==> src/rtl/stream_mem_writer_if.sv <==
// Byte-stream input and memory write-port signals of stream_mem_writer.
// slave : the writer's view (consumes the stream, drives the memory port).
// master: the surrounding logic's view (drives the stream, observes writes).
interface stream_mem_writer_if #(
    parameter int ADDR_W = 8
) ();
    logic              s_valid;
    logic [7:0]        s_data;
    logic              s_last;
    logic              s_ready;
    logic              mem_we;
    logic [ADDR_W-1:0] mem_addr;
    logic [7:0]        mem_wdata;

    modport slave (
        input  s_valid, s_data, s_last,
        output s_ready, mem_we, mem_addr, mem_wdata
    );

    modport master (
        output s_valid, s_data, s_last,
        input  s_ready, mem_we, mem_addr, mem_wdata
    );
endinterface

==> src/rtl/stream_mem_writer.sv <==
// Captures a byte stream into memory as a length-prefixed array.
// The payload goes to BASE_ADDR+1 onwards. The count goes to BASE_ADDR once the
// message ends, or once MAX_LEN bytes have arrived (the capture is truncated).
//
// state | meaning
// IDLE  | waiting for start; the stream is not accepted
// RECV  | accepting bytes; each handshake produces one payload write
// WRLEN | issuing the length write and latching the length output
// DONE  | capture complete; done is raised in the following cycle
module stream_mem_writer #(
    parameter int ADDR_W    = 8,
    parameter int BASE_ADDR = 0,
    parameter int MAX_LEN   = 255
) (
    input  logic                 clk,
    input  logic                 reset,
    input  logic                 start,
    stream_mem_writer_if.slave   bus,
    output logic                 busy,
    output logic                 done,
    output logic                 overflow,
    output logic [7:0]           length
);
    typedef enum logic [1:0] {IDLE, RECV, WRLEN, DONE} state_t;

    localparam logic [8:0] MAX_CNT = 9'(MAX_LEN);

    state_t            state_q, state_d;
    logic [8:0]        count_q, count_d;
    logic              mem_we_q, mem_we_d;
    logic [ADDR_W-1:0] mem_addr_q, mem_addr_d;
    logic [7:0]        mem_wdata_q, mem_wdata_d;
    logic              busy_q, busy_d;
    logic              done_q, done_d;
    logic              overflow_q, overflow_d;
    logic [7:0]        length_q, length_d;
    logic              s_ready;
    logic              hs;

    // Ready is combinational so that the cycle after the final beat already reports 0.
    always_comb begin
        s_ready = (state_q == RECV) && (count_q < MAX_CNT);
        hs      = s_ready && bus.s_valid;
    end

    // Next-state and registered-output logic. In the first IDLE cycle after a
    // capture, done is still high; start is held off until that cycle has passed.
    always_comb begin
        state_d     = state_q;
        count_d     = count_q;
        mem_we_d    = 1'b0;
        mem_addr_d  = mem_addr_q;
        mem_wdata_d = mem_wdata_q;
        done_d      = 1'b0;
        overflow_d  = overflow_q;
        length_d    = length_q;
        case (state_q)
            IDLE: begin
                if (start && !done_q) begin
                    count_d    = 9'd0;
                    overflow_d = 1'b0;
                    length_d   = 8'd0;
                    state_d    = RECV;
                end
            end
            RECV: begin
                if (hs) begin
                    mem_we_d    = 1'b1;
                    mem_addr_d  = ADDR_W'(BASE_ADDR + 1 + int'(count_q));
                    mem_wdata_d = bus.s_data;
                    count_d     = count_q + 9'd1;
                    if (bus.s_last) begin
                        state_d = WRLEN;
                    end else if (count_d == MAX_CNT) begin
                        overflow_d = 1'b1;
                        state_d    = WRLEN;
                    end
                end
            end
            WRLEN: begin
                mem_we_d    = 1'b1;
                mem_addr_d  = ADDR_W'(BASE_ADDR);
                mem_wdata_d = count_q[7:0];
                length_d    = count_q[7:0];
                state_d     = DONE;
            end
            DONE: begin
                done_d  = 1'b1;
                state_d = IDLE;
            end
            default: state_d = IDLE;
        endcase
        // Busy stays high through the done cycle.
        busy_d = (state_d != IDLE) || (state_q == DONE);
    end

    // State and output registers, with synchronous reset.
    always_ff @(posedge clk) begin
        if (reset) begin
            state_q     <= IDLE;
            count_q     <= 9'd0;
            mem_we_q    <= 1'b0;
            mem_addr_q  <= '0;
            mem_wdata_q <= 8'd0;
            busy_q      <= 1'b0;
            done_q      <= 1'b0;
            overflow_q  <= 1'b0;
            length_q    <= 8'd0;
        end else begin
            state_q     <= state_d;
            count_q     <= count_d;
            mem_we_q    <= mem_we_d;
            mem_addr_q  <= mem_addr_d;
            mem_wdata_q <= mem_wdata_d;
            busy_q      <= busy_d;
            done_q      <= done_d;
            overflow_q  <= overflow_d;
            length_q    <= length_d;
        end
    end

    assign bus.s_ready   = s_ready;
    assign bus.mem_we    = mem_we_q;
    assign bus.mem_addr  = mem_addr_q;
    assign bus.mem_wdata = mem_wdata_q;
    assign busy          = busy_q;
    assign done          = done_q;
    assign overflow      = overflow_q;
    assign length        = length_q;
endmodule

==> src/flat_wrapper.sv <==
// flat-port wrapper written by rule: the top's interface ports become plain ports
module stream_mem_writer_flat 
#(
    parameter int ADDR_W    = 8,
    parameter int BASE_ADDR = 0,
    parameter int MAX_LEN   = 255
)
  (clk, reset, start, busy, done, overflow, length, bus_s_valid, bus_s_data, bus_s_last, bus_s_ready, bus_mem_we, bus_mem_addr, bus_mem_wdata);
  stream_mem_writer_if #(.ADDR_W(ADDR_W)) bus_i ();
  input  logic clk;
  input  logic reset;
  input  logic start;
  output logic busy;
  output logic done;
  output logic overflow;
  output logic [7:0] length;
  input wire logic [$bits(bus_i.s_valid)-1:0] bus_s_valid;
  input wire logic [$bits(bus_i.s_data)-1:0] bus_s_data;
  input wire logic [$bits(bus_i.s_last)-1:0] bus_s_last;
  output wire logic [$bits(bus_i.s_ready)-1:0] bus_s_ready;
  output wire logic [$bits(bus_i.mem_we)-1:0] bus_mem_we;
  output wire logic [$bits(bus_i.mem_addr)-1:0] bus_mem_addr;
  output wire logic [$bits(bus_i.mem_wdata)-1:0] bus_mem_wdata;
  assign bus_i.s_valid = bus_s_valid;
  assign bus_i.s_data = bus_s_data;
  assign bus_i.s_last = bus_s_last;
  assign bus_s_ready = bus_i.s_ready;
  assign bus_mem_we = bus_i.mem_we;
  assign bus_mem_addr = bus_i.mem_addr;
  assign bus_mem_wdata = bus_i.mem_wdata;
  stream_mem_writer #(.ADDR_W(ADDR_W), .BASE_ADDR(BASE_ADDR), .MAX_LEN(MAX_LEN)) u_core (.clk(clk), .reset(reset), .start(start), .bus(bus_i), .busy(busy), .done(done), .overflow(overflow), .length(length));
endmodule
==> config.mk <==
export PLATFORM = sky130hd
export DESIGN_NAME = stream_mem_writer_flat
export DESIGN_NICKNAME = d
export VERILOG_FILES = /design/src/rtl/stream_mem_writer_if.sv /design/src/rtl/stream_mem_writer.sv /design/src/flat_wrapper.sv
export SDC_FILE = /design/constraint.sdc
export NUM_CORES = 1
export LEC_CHECK = 0
export CAP_MARGIN = 40
export CELL_PAD_IN_SITES_DETAIL_PLACEMENT = 0
export CELL_PAD_IN_SITES_GLOBAL_PLACEMENT = 1
export CORE_MARGIN = 3
export CORE_UTILIZATION = 37
export CTS_CLUSTER_SIZE = 24
export DETAILED_ROUTE_END_ITERATION = 10
export GPL_TIMING_DRIVEN = 1
export PLACE_DENSITY = 0.87
export SLEW_MARGIN = 30
export SYNTH_ARGS = -nofsm -noshare
export SYNTH_HDL_FRONTEND = slang
export SYNTH_SLANG_ARGS = --single-unit
==> constraint.sdc <==
create_clock -name clk -period 2 [get_ports clk]
set_input_delay 0.2 -clock clk [delete_from_list [all_inputs] [get_ports clk]]
set_output_delay 0.2 -clock clk [all_outputs]
set_load 0.01 [all_outputs]
# Word-level counts from Yosys, hierarchy flattened
# Cells that the tools add are included.
# totals
wordCells	56
out_inout_bits	29
reg_bits	39
in_bits	13
# op_classes
n_lt_le_gt_ge	1
mux	22
addsub	2
reduce_logical	14
n_eq_ne	8
# op_table
operator	count
case mux 8 bit (2 select lines)	3
two-way mux 8 bit	3
two-way mux 9 bit	2
case mux 9 bit (2 select lines)	1
adder 9 x 1 -> 9 bit, second input constant	1
== test 9 x 8 -> 1 bit, second input constant	1
less-than comparator 9 x 8 -> 1 bit, second input constant	1
adder 1 x 8 -> 8 bit, first input constant	1
two-way mux 2 bit	4
case mux 2 bit (4 select lines)	1
nonzero test 2 bit	4
two-way mux 1 bit	6
AND reduction 5 bit	1
== test 2 bit, second input constant	2
!= test 2 x 1 -> 1 bit, second input constant	2
!= test 2 bit, second input constant	2
case mux 1 bit (2 select lines)	2
AND reduction 2 bit	2
logical AND 1 bit	3
AND reduction 3 bit	1
== test 2 x 1 -> 1 bit, second input constant	1
logical NOT 2 bit	1
logical NOT 1 bit	1
logical OR 1 bit	1

# Logic depth before layout (Yosys ltp)
# depth
word_depth	8
ltp_mapped	9
ltp_nobuf	8

# Worst setup path after synthesis
# No wires, ideal clock.
# synth_path
kind	reg-to-reg
from	register u_core.count_q[0]
to	register u_core.busy_q, in the netlist u_core.busy
stages_incl_launch_ff	8
required_time_ns	1.919
synth_period_minus_slack_ns	1.792
arrival_ns	1.711
path_slack_ns	0.208
setup_ns	0.081
path_buffers	0
path_cell_list	dfxtp_1 -> ha_1 -> nand4_1 -> xor2_1 -> o22ai_2 -> a21oi_1 -> or3_1 -> a41oi_1
# synth_between
elab_chain_cells	8
elab_cells_between_ends	11
classes_between	add/sub (1); order compare (1); eq/ne (1); mux (4); reduce/logical (4)
# synth_lines
element	line	text
start, declared	stream_mem_writer.sv:29	logic [8:0] count_q, count_d;
start signal, assigned	stream_mem_writer.sv:111	count_q <= count_d;
adder 9 x 1 -> 9 bit	stream_mem_writer.sv:71	count_d = count_q + 9'd1;
== test 9 x 8 -> 1 bit	stream_mem_writer.sv:74	end else if (count_d == MAX_CNT) begin
two-way mux 2 bit	stream_mem_writer.sv:74	
two-way mux 2 bit	stream_mem_writer.sv:72	if (bus.s_last) begin
two-way mux 2 bit *	stream_mem_writer.sv:67	if (hs) begin
case mux 2 bit (4 select lines) *	stream_mem_writer.sv:57	case (state_q)
nonzero test 2 bit *	stream_mem_writer.sv:94	busy_d = (state_d != IDLE) || (state_q == DONE);
logical OR 1 bit *	stream_mem_writer.sv:94	
end signal, assigned	stream_mem_writer.sv:115	busy_q <= busy_d;
end, declared	stream_mem_writer.sv:33	logic busy_q, busy_d;
# Mark *: on every way between the ends. The rest lies on a longest branch, timed or not.
# A chain may end at the register's enable or synchronous reset.

# Worst setup path in the final report
# layout_path
from	register u_core.count_q[1]
to	register u_core.busy_q, in the netlist u_core.busy
# The elaborated chain is that of the path after synthesis.

==> flow_summary.toml <==
[global_route]
grt_max_degree = 30
grt_pass1_wl_um = 7650
antenna_found_initial = 0
grtUsageTotal_pct = 16.2
grt_pass1_vias = 1587
grt_overflow = 0

[finish]
drive_gt1_share_pct = 12.2
synthToLayoutAreaGrowth_pct = 34.2
fin_cells = 322
final_cell_mix = "nor2_1 (41), clkdlybuf4s50_1 (40), dfxtp_1 (38), buf_4 (15)"
n_fill_cell = 473
multiInputGateArea_sq_um = 955
antenna_cells = 0
final_nets = 273
final_common_cell = "nor2_1"
ff_latch_area_sq_um = 782

[clock_tree]
cts_made_buffers = 5
clk_pin_slew_ns = 0.08
cts_tree = "built"
clk_latency_ns = 0.29
cts_hold_buffers = 0
cts_buffer_depth = 2
cts-root-buf = "clkbuf_8"
cts.sinks = 39
htree_levels = 2

[placed_design]
gp_congestion = 0.881
portBuffers = 41
placed_cells = 314
hpwl_um = 3280

[detailed_routing]
dr.pass1.iters = 4
drc_errors = 0
antenna_left = 0
via_per_inst = 5.02
first_iter_violations = 96
num_vias = 1618
routedWlPerCell_um = 14.1
finalWirelength_um = 4530

[outcome]
status = "complete, no violations"

[synth]
ys_seq_area_share_pct = 42.3
syn_area_per_cell_sq_um = 9.09
postSynthCellCount = 203
synth_nets = 222
synth_seq_cells = 39
yosys.area.top_type = "dfxtp_1"
synth_area_leaders = "dfxtp_1 (42%), nor2_1 (8.3%), a22oi_1 (4.5%)"
yosys_warnings = 0
synth_flop_cell = "dfxtp_1"
ys_async_sr_fraction_pct = 0
synth_edf_count = 0
yosys.area.top_type_share_pct = 42.3
synth_area_sq_mm = 0.00185
yosys.cell_types.count = 36

[critical_path]
cp_data_required_time_ns = 2.21
path_max_fanout = 5
critical_path.startpoint_type = "register"
cp-end-kind = "register"
cp_slowest_cell = "dfxtp_1"
worst-path-buf-inv = 0
arrival_ns = 2.07
path_class = "reg -> reg"
cpPeakStageDelay_ns = 0.41
crit_chain = "ha_1 > nand4_1 > xor2_1 > o22ai_2 > a21oi_1 > or3_1 > a41oi_1"
cp_top_family = "simple AND/OR/NAND/NOR gates"

[timing]
clock-skew-final_ns = 0.00751
maxSlewViolCount = 0
fin_crit_sh_pct = 93.0
hold_viol = 0
rsz0062_at_grt = "no"
setup_violations = 0
fin_crit_ns = 1.86
relSlewSlack_pct = 54.6
worstMarginPinSlew_ns = 0.681
setup_tns_ns = 0
max_freq_ghz = 0.537

[power_and_ir_drop]
p_per_area_mw_per_mm2 = 673
leakage_nw = 0.903
vdd_drop_max_mv = 0.329

[min_path]
hold_class = "reg -> reg"

[floorplanning]
num_io_pins = 42
rows = 25
core_area_sq_mm = 0.00479
dieArea_sq_mm = 0.00587
die-height_um = 76.6
initial_core_util_pct = 38.6
die_w_um = 76.6

[flow_run]
maxCapViolations = 0
==> state kept, by name (all words and copies together), names as in the netlist <==
signal,flops
u_core.count_q,9
u_core.busy,1
u_core.overflow,1
u_core.bus.mem_we,1
u_core.done,1
u_core.bus.mem_addr,8
u_core.bus.mem_wdata,8
u_core.length,8
u_core.state_q,2
==> tightest hold or removal path, cell delays in order (launching register included) <==
cell and delay [ns]:
dfxtp_1 0.33, a21oi_1 0.06, nor2_1 0.07
==> stage by stage <==
| stage | total power [mW] | instance area (sq um) | hold WS [ns] | utilization (%) | worst slack [ns] |
|---|---|---|---|---|---|
| floorplan | 0.975 | 1850 | 0.358 | - | 0.208 |
| global placement | 1.09 | 2370 | 0.470 | 49.5 | 0.100 |
| detailed placement | 1.09 | 2370 | 0.483 | 49.5 | 0.141 |
| CTS | 1.68 | 2470 | 0.500 | 51.7 | 0.0379 |
| global route | 1.74 | 2480 | 0.531 | 51.7 | 0.0121 |
| finish | 1.67 | 2480 | 0.493 | 51.7 | 0.139 |
==> cell type report <==
| cell class | instances | area share [%] |
|---|---|---|
| clock buffers | 7 | 3.89 |
| clock inverters | 1 | 0.303 |
| inverters | 7 | 1.06 |
| multi-input cells | 145 | 38.6 |
| flip-flops and latches | 39 | 31.6 |
| well taps | 67 | 3.39 |
| repair buffers | 56 | 21.2 |
==> synth_stat cells (2+ instances only) <==
library cell  instances
buf_6                 4
mux2i_1               8
dfxtp_1              39
inv_1                 7
buf_4                 2
nand2b_1              5
nand3_1               5
nor2b_1               4
a21oi_1              11
a22oi_1              11
clkbuf_1              5
nand2_1               7
and4_4                2
xor2_1                9
nand4_1               5
nor2_1               41
xnor2_1               5
a41oi_1               2
ha_1                  6
a211oi_1              9
==> per-layer routing <==
layer	GRT usage, %	up-vias	part of all wire [%]
li1	-	807	-
met1	22.4	751	49
met2	23.8	49	44
met3	3.43	11	4.7
met4	7.43	0	2.4
met5	0	-	0
==> report_power, final <==
group | switching (mW) | internal, mW | leakage, nW
combinational | 0.125 | 0.124 | 0.537
clock | 0.284 | 0.314 | 0.0505
sequential | 0.0183 | 0.802 | 0.316
total | 0.428 | 1.24 | 0.903
==> repair_timing <==
action,CTS,global route
resized for setup,0,2
buffers inserted,0,0
endpoints found under the setup margin,0,5
==> cells by family (layout without fill, tap and decap cells) <==
kind of cell | after synthesis | in the layout | share of synthesized area (%)
AOI/OAI and AO/OA | 43 | 43 | 17.6
xor gates and xnor gates | 14 | 14 | 6.64
buffers and inverters | 19 | 71 | 5.97
and+or+nand+nor | 74 | 74 | 19.1
muxes | 8 | 8 | 4.34
DFF | 39 | 39 | 42.3
adders and majority gates | 6 | 6 | 4.07
==> worst paths after layout <==
kind / slack, ns / endpoint / from / cells after the start
setup reg to reg: 0.14 / u_core.busy / u_core.count_q[1] / 7
hold / removal: 0.49 / u_core.bus.mem_addr[2] / u_core.bus.mem_addr[2] / 2
hold reg to reg: 0.49 / u_core.bus.mem_addr[2] / u_core.bus.mem_addr[2] / 2
setup / recovery: 0.14 / u_core.busy / u_core.count_q[1] / 7
(Power assumes the default switching activity.)
